[src/rtl/ring_anim_sequencer.sv]
// Ring animation sequencer: per-frame phase offset with manual direction or auto run/hold cycling.
// Optional feature: define RING_PALETTE_EN to step palette_sel on every auto RUN->HOLD transition.
module ring_anim_sequencer #(
    parameter int unsigned RUN_FRAMES  = 240,
    parameter int unsigned HOLD_FRAMES = 30
) (
    input  logic       clk,
    input  logic       reset,
    input  logic       frame_start,
    input  logic       speed,
    input  logic       dir_manual,
    input  logic       auto_en,
    input  logic       pause,
    output logic [7:0] anim_offset,
    output logic       direction,
    output logic [1:0] state,
    output logic       seg_done,
    output logic [1:0] palette_sel
);

    typedef enum logic [1:0] {
        OUT_RUN  = 2'd0,
        OUT_HOLD = 2'd1,
        IN_RUN   = 2'd2,
        IN_HOLD  = 2'd3
    } state_t;

    localparam logic [7:0] RUN_LAST  = 8'(RUN_FRAMES - 1);
    localparam logic [7:0] HOLD_LAST = 8'(HOLD_FRAMES - 1);

    state_t     cur_q;
    state_t     next_state;
    logic [7:0] offset_q;
    logic [7:0] frame_cnt;
    logic       seg_done_q;
    logic [7:0] step;
    logic [7:0] moved_offset;
    logic       seg_last;
    logic       accept;

    assign accept = frame_start && !pause;

    // NOTE: every signal written here gets a default first, so no path leaves it unassigned and no latch is inferred.
    always_comb begin
        step         = speed ? 8'd2 : 8'd1;
        moved_offset = offset_q;
        next_state   = cur_q;
        case (cur_q)
            OUT_RUN:  moved_offset = offset_q + step;
            IN_RUN:   moved_offset = offset_q - step;
            default:  moved_offset = offset_q;
        endcase
        case (cur_q)
            OUT_RUN:  next_state = OUT_HOLD;
            OUT_HOLD: next_state = IN_RUN;
            IN_RUN:   next_state = IN_HOLD;
            default:  next_state = OUT_RUN;
        endcase
        // HOLD states have bit 0 set; each segment length is compared against its own limit.
        seg_last = cur_q[0] ? (frame_cnt == HOLD_LAST) : (frame_cnt == RUN_LAST);
    end

    // NOTE: sequential state uses non-blocking assignments so every register samples pre-edge values.
    always_ff @(posedge clk) begin
        if (reset) begin
            cur_q      <= OUT_RUN;
            offset_q   <= 8'd0;
            frame_cnt  <= 8'd0;
            seg_done_q <= 1'b0;
        end else begin
            seg_done_q <= 1'b0;
            if (accept) begin
                // The offset always moves according to the state held before this frame's update.
                offset_q <= moved_offset;
                if (!auto_en) begin
                    cur_q     <= dir_manual ? IN_RUN : OUT_RUN;
                    frame_cnt <= 8'd0;
                end else if (seg_last) begin
                    cur_q      <= next_state;
                    frame_cnt  <= 8'd0;
                    seg_done_q <= 1'b1;
                end else begin
                    frame_cnt <= frame_cnt + 8'd1;
                end
            end
        end
    end

`ifdef RING_PALETTE_EN
    logic [1:0] palette_q;

    always_ff @(posedge clk) begin
        if (reset) begin
            palette_q <= 2'd0;
        end else if (accept && auto_en && seg_last && !cur_q[0]) begin
            palette_q <= palette_q + 2'd1;
        end
    end

    assign palette_sel = palette_q;
`else
    assign palette_sel = 2'd0;
`endif

    assign anim_offset = offset_q;
    assign state       = cur_q;
    assign direction   = cur_q[1];
    assign seg_done    = seg_done_q;

endmodule

[config.mk]
export PLATFORM = sky130hd
export DESIGN_NAME = ring_anim_sequencer
export DESIGN_NICKNAME = d
export VERILOG_FILES = /design/src/rtl/ring_anim_sequencer.sv
export SDC_FILE = /design/constraint.sdc
export NUM_CORES = 1
export LEC_CHECK = 0
export ABC_CLOCK_PERIOD_IN_PS = 6000
export CAP_MARGIN = 20
export CORE_UTILIZATION = 26
export DETAILED_ROUTE_END_ITERATION = 16
export PLACE_DENSITY = 0.49
export SLEW_MARGIN = 20
export SYNTH_ARGS = -nofsm -noshare
export SYNTH_HDL_FRONTEND = slang
export SYNTH_SLANG_ARGS = --single-unit
[constraint.sdc]
create_clock -name clk -period 6 [get_ports clk]
set_input_delay 1.2 -clock clk [delete_from_list [all_inputs] [get_ports clk]]
set_output_delay 1.2 -clock clk [all_outputs]
set_load 0.005 [all_outputs]
==> flow_summary.json <==
{
  "die_h_um": 73.2,
  "synth_area_sq_um": 1320,
  "routed_via_density": 4.75,
  "cp_cell_sequence": "clkdlybuf4s50_1 > inv_1 > ha_1 > inv_1 > fa_1 > and3b_2 > o21ai_0 > nand4_1 > nand2_1 > mux2_1",
  "syn2layout_area_growth_pct": 18.3,
  "critPathKind": "in2reg",
  "pre_cts_ws_ps": 2470,
  "detail_route.drc_violations": 0,
  "drtIter0Drc": 45,
  "worst_path_most_repeated_cell": "inv_1",
  "io_buffers": 18,
  "hold_violations": 0,
  "ir_drop_uv": 73.2,
  "drt-total-wl_um": 2960,
  "htreeDepth": 1,
  "async_flop_share_pct": 0,
  "cts_made_buffers": 3,
  "place_inst": 240,
  "fin_crit_ps": 3280,
  "critPathCaptureType": "flip-flop",
  "cp_slowest_cell": "fa_1",
  "cts_resized": 0,
  "ctsHoldBuffers": 0,
  "yosysTopAreaCell": "dfxtp_1",
  "period_share_pct": 54.7,
  "fmax_mhz": 305,
  "synth_seq_cells": 19,
  "crit_buf_inv": 3,
  "hpwl_um": 2110,
  "fin_ws_ps": 2720,
  "clk_root_buffer_cell": "clkbuf_8",
  "fin_nets": 192,
  "ys_types": 48,
  "hold_depth": 2,
  "finClkSkew_ps": 3.70,
  "grt-ovfl-total": 0,
  "place_congestion": 0.767,
  "critPathArrivalTime_ps": 3430,
  "ys.flop_type": "dfxtp_1",
  "grt_pass1_vias": 1108,
  "cts_tree": "yes",
  "start_util_pct": 27.5,
  "avgSynthCellArea_sq_um": 7.88,
  "yosysTopAreaCellShare_pct": 28.9,
  "ant_nets": 0,
  "rows": 25,
  "synthTopCellsByCount": "nor2_1 (24), dfxtp_1 (19), nand2_1 (13), a21oi_1 (9), inv_1 (8)",
  "antenna_cells": 0,
  "tns_ps": 0,
  "grt_util_all_layers_pct": 12.4,
  "hold_slack_ps": 512,
  "crit_family": "adder cells",
  "power_uw": 279,
  "r2r_cells": 9,
  "tightest_slew_ps": 702,
  "critPathMaxStageDelay_ps": 440,
  "power.leakage_nw": 0.529,
  "grt_max_degree": 20,
  "path_depth": 10,
  "clk_path_buf_depth": 2,
  "slew_violations": 0,
  "synth_edf_count": 0,
  "maxCapViolCount": 0,
  "synthCells": 167,
  "cts_setup_buffers": 0,
  "die_w_um": 73.2,
  "wire_per_inst_um": 12.1,
  "rsz0062_at_grt": "no",
  "drtPass1Iterations": 4,
  "cp_max_fo": 4,
  "clock_sinks": 19,
  "antenna_found_initial": 0,
  "power_density_nw_per_um2": 179,
  "synth_seq_area_share_pct": 28.9,
  "drive_above_1_share_pct": 5.65,
  "finalSetupViolations": 0,
  "outcome": "complete, no violations",
  "vias": 1158,
  "yosysWarnings": 0,
  "final_area_sq_um": 1560,
  "slew_headroom_pct": 53.0,
  "synth.most_common_cell": "nor2_1",
  "final_util_pct": 32.5,
  "grt_pass1_wl_um": 5210,
  "worstSkewPairLatency_ps": 260,
  "yosys-top-cells-area": "dfxtp_1 (29%), nor2_1 (6.8%), ha_1 (5.7%), nand2_1 (3.7%), a21oi_1 (3.4%)",
  "placed_cell_area_sq_um": 1510,
  "core_sq_um": 4790,
  "clk_pin_slew_ps": 90,
  "dieArea_sq_um": 5350,
  "cp.required_ps": 6150,
  "cp-start-kind": "input pin",
  "holdCritPathClass": "reg2reg",
  "stdcell_count": 244,
  "ios": 21
}
## layout by cell type (no fill, tap or decap), drive strengths merged, types with 3 or more instances in the layout
master and n:
inv 8, dfxtp 19, o21ai 4, ha 6
nand3 4, clkdlybuf4s50 18, a21oi 9, nor3 6
xnor2 5, nand2 13, a2111oi 3, xor2 4
nand4 5, a31oi 3, nor2 25, clkbuf 3
nand2b 3, nor2b 5
## logic make-up (layout without fill, tap and decap cells)
| logic type | count (synthesis) | after routing | share of synthesized area (%) |
|---|---|---|---|
| other | 1 | 2 | 0.285 |
| buffers and inverters | 21 | 30 | 8.08 |
| and+or+nand+nor | 72 | 72 | 27.7 |
| muxes | 4 | 4 | 3.23 |
| DFF | 19 | 19 | 28.9 |
| adders and majority gates | 7 | 7 | 7.22 |
| AOI/OAI and AO/OA | 34 | 34 | 18.6 |
| xor gates and xnor gates | 9 | 9 | 5.99 |
## area by class of cell
class                      instances  area [sq um]
multi-input combinational        128           833
clock buffer                       3          41.3
tap                               67          83.8
clock inverter                     1          7.51
fill                             537          3230
inverter                           8          30.0
timing repair buffer              18           180
sequential                        19           380
## worst reg2reg max path, delay by kind of cell, from the launching register on
kind	cells	cell delay (ps)
adders and majority gates	2	830
buffers and inverters	1	130
AOI/OAI and AO/OA	3	740
DFF	1	340
muxes	1	350
and+or+nand+nor	2	350
## layer usage
layer,part of all wire [%],global-route usage (%),vias to the layer above
li1,-,-,602
met1,52,18.3,526
met2,42,18.1,28
met3,4.9,2.07,2
met4,0.91,4.14,0
met5,0,0,-
## registers in the layout, indices dropped and copies added (netlist names)
register	cells
anim_offset	8
frame_cnt	8
state	2
seg_done	1
## worst paths after layout
path / start / end / slack, ps
worst max-delay path: speed / anim_offset[4]$_SDFFE_PP0P_ / 2720
worst min-delay path: anim_offset[0]$_SDFFE_PP0P_ / anim_offset[0]$_SDFFE_PP0P_ / 510
worst max register to register: state[0]$_SDFFE_PP0P_ / anim_offset[7]$_SDFFE_PP0P_ / 3150
worst min register to register: anim_offset[0]$_SDFFE_PP0P_ / anim_offset[0]$_SDFFE_PP0P_ / 510
## power by group
| part | internal (mW) | total (mW) | switching [mW] | leakage (nW) |
|---|---|---|---|---|
| Sequential | 0.130 | 0.136 | 0.00670 | 0.154 |
| Combinational | 0.0217 | 0.0451 | 0.0234 | 0.354 |
| Clock | 0.0469 | 0.0973 | 0.0504 | 0.0217 |
| Total | 0.198 | 0.279 | 0.0804 | 0.529 |
No activity file was read; power rests on OpenSTA's default activity.
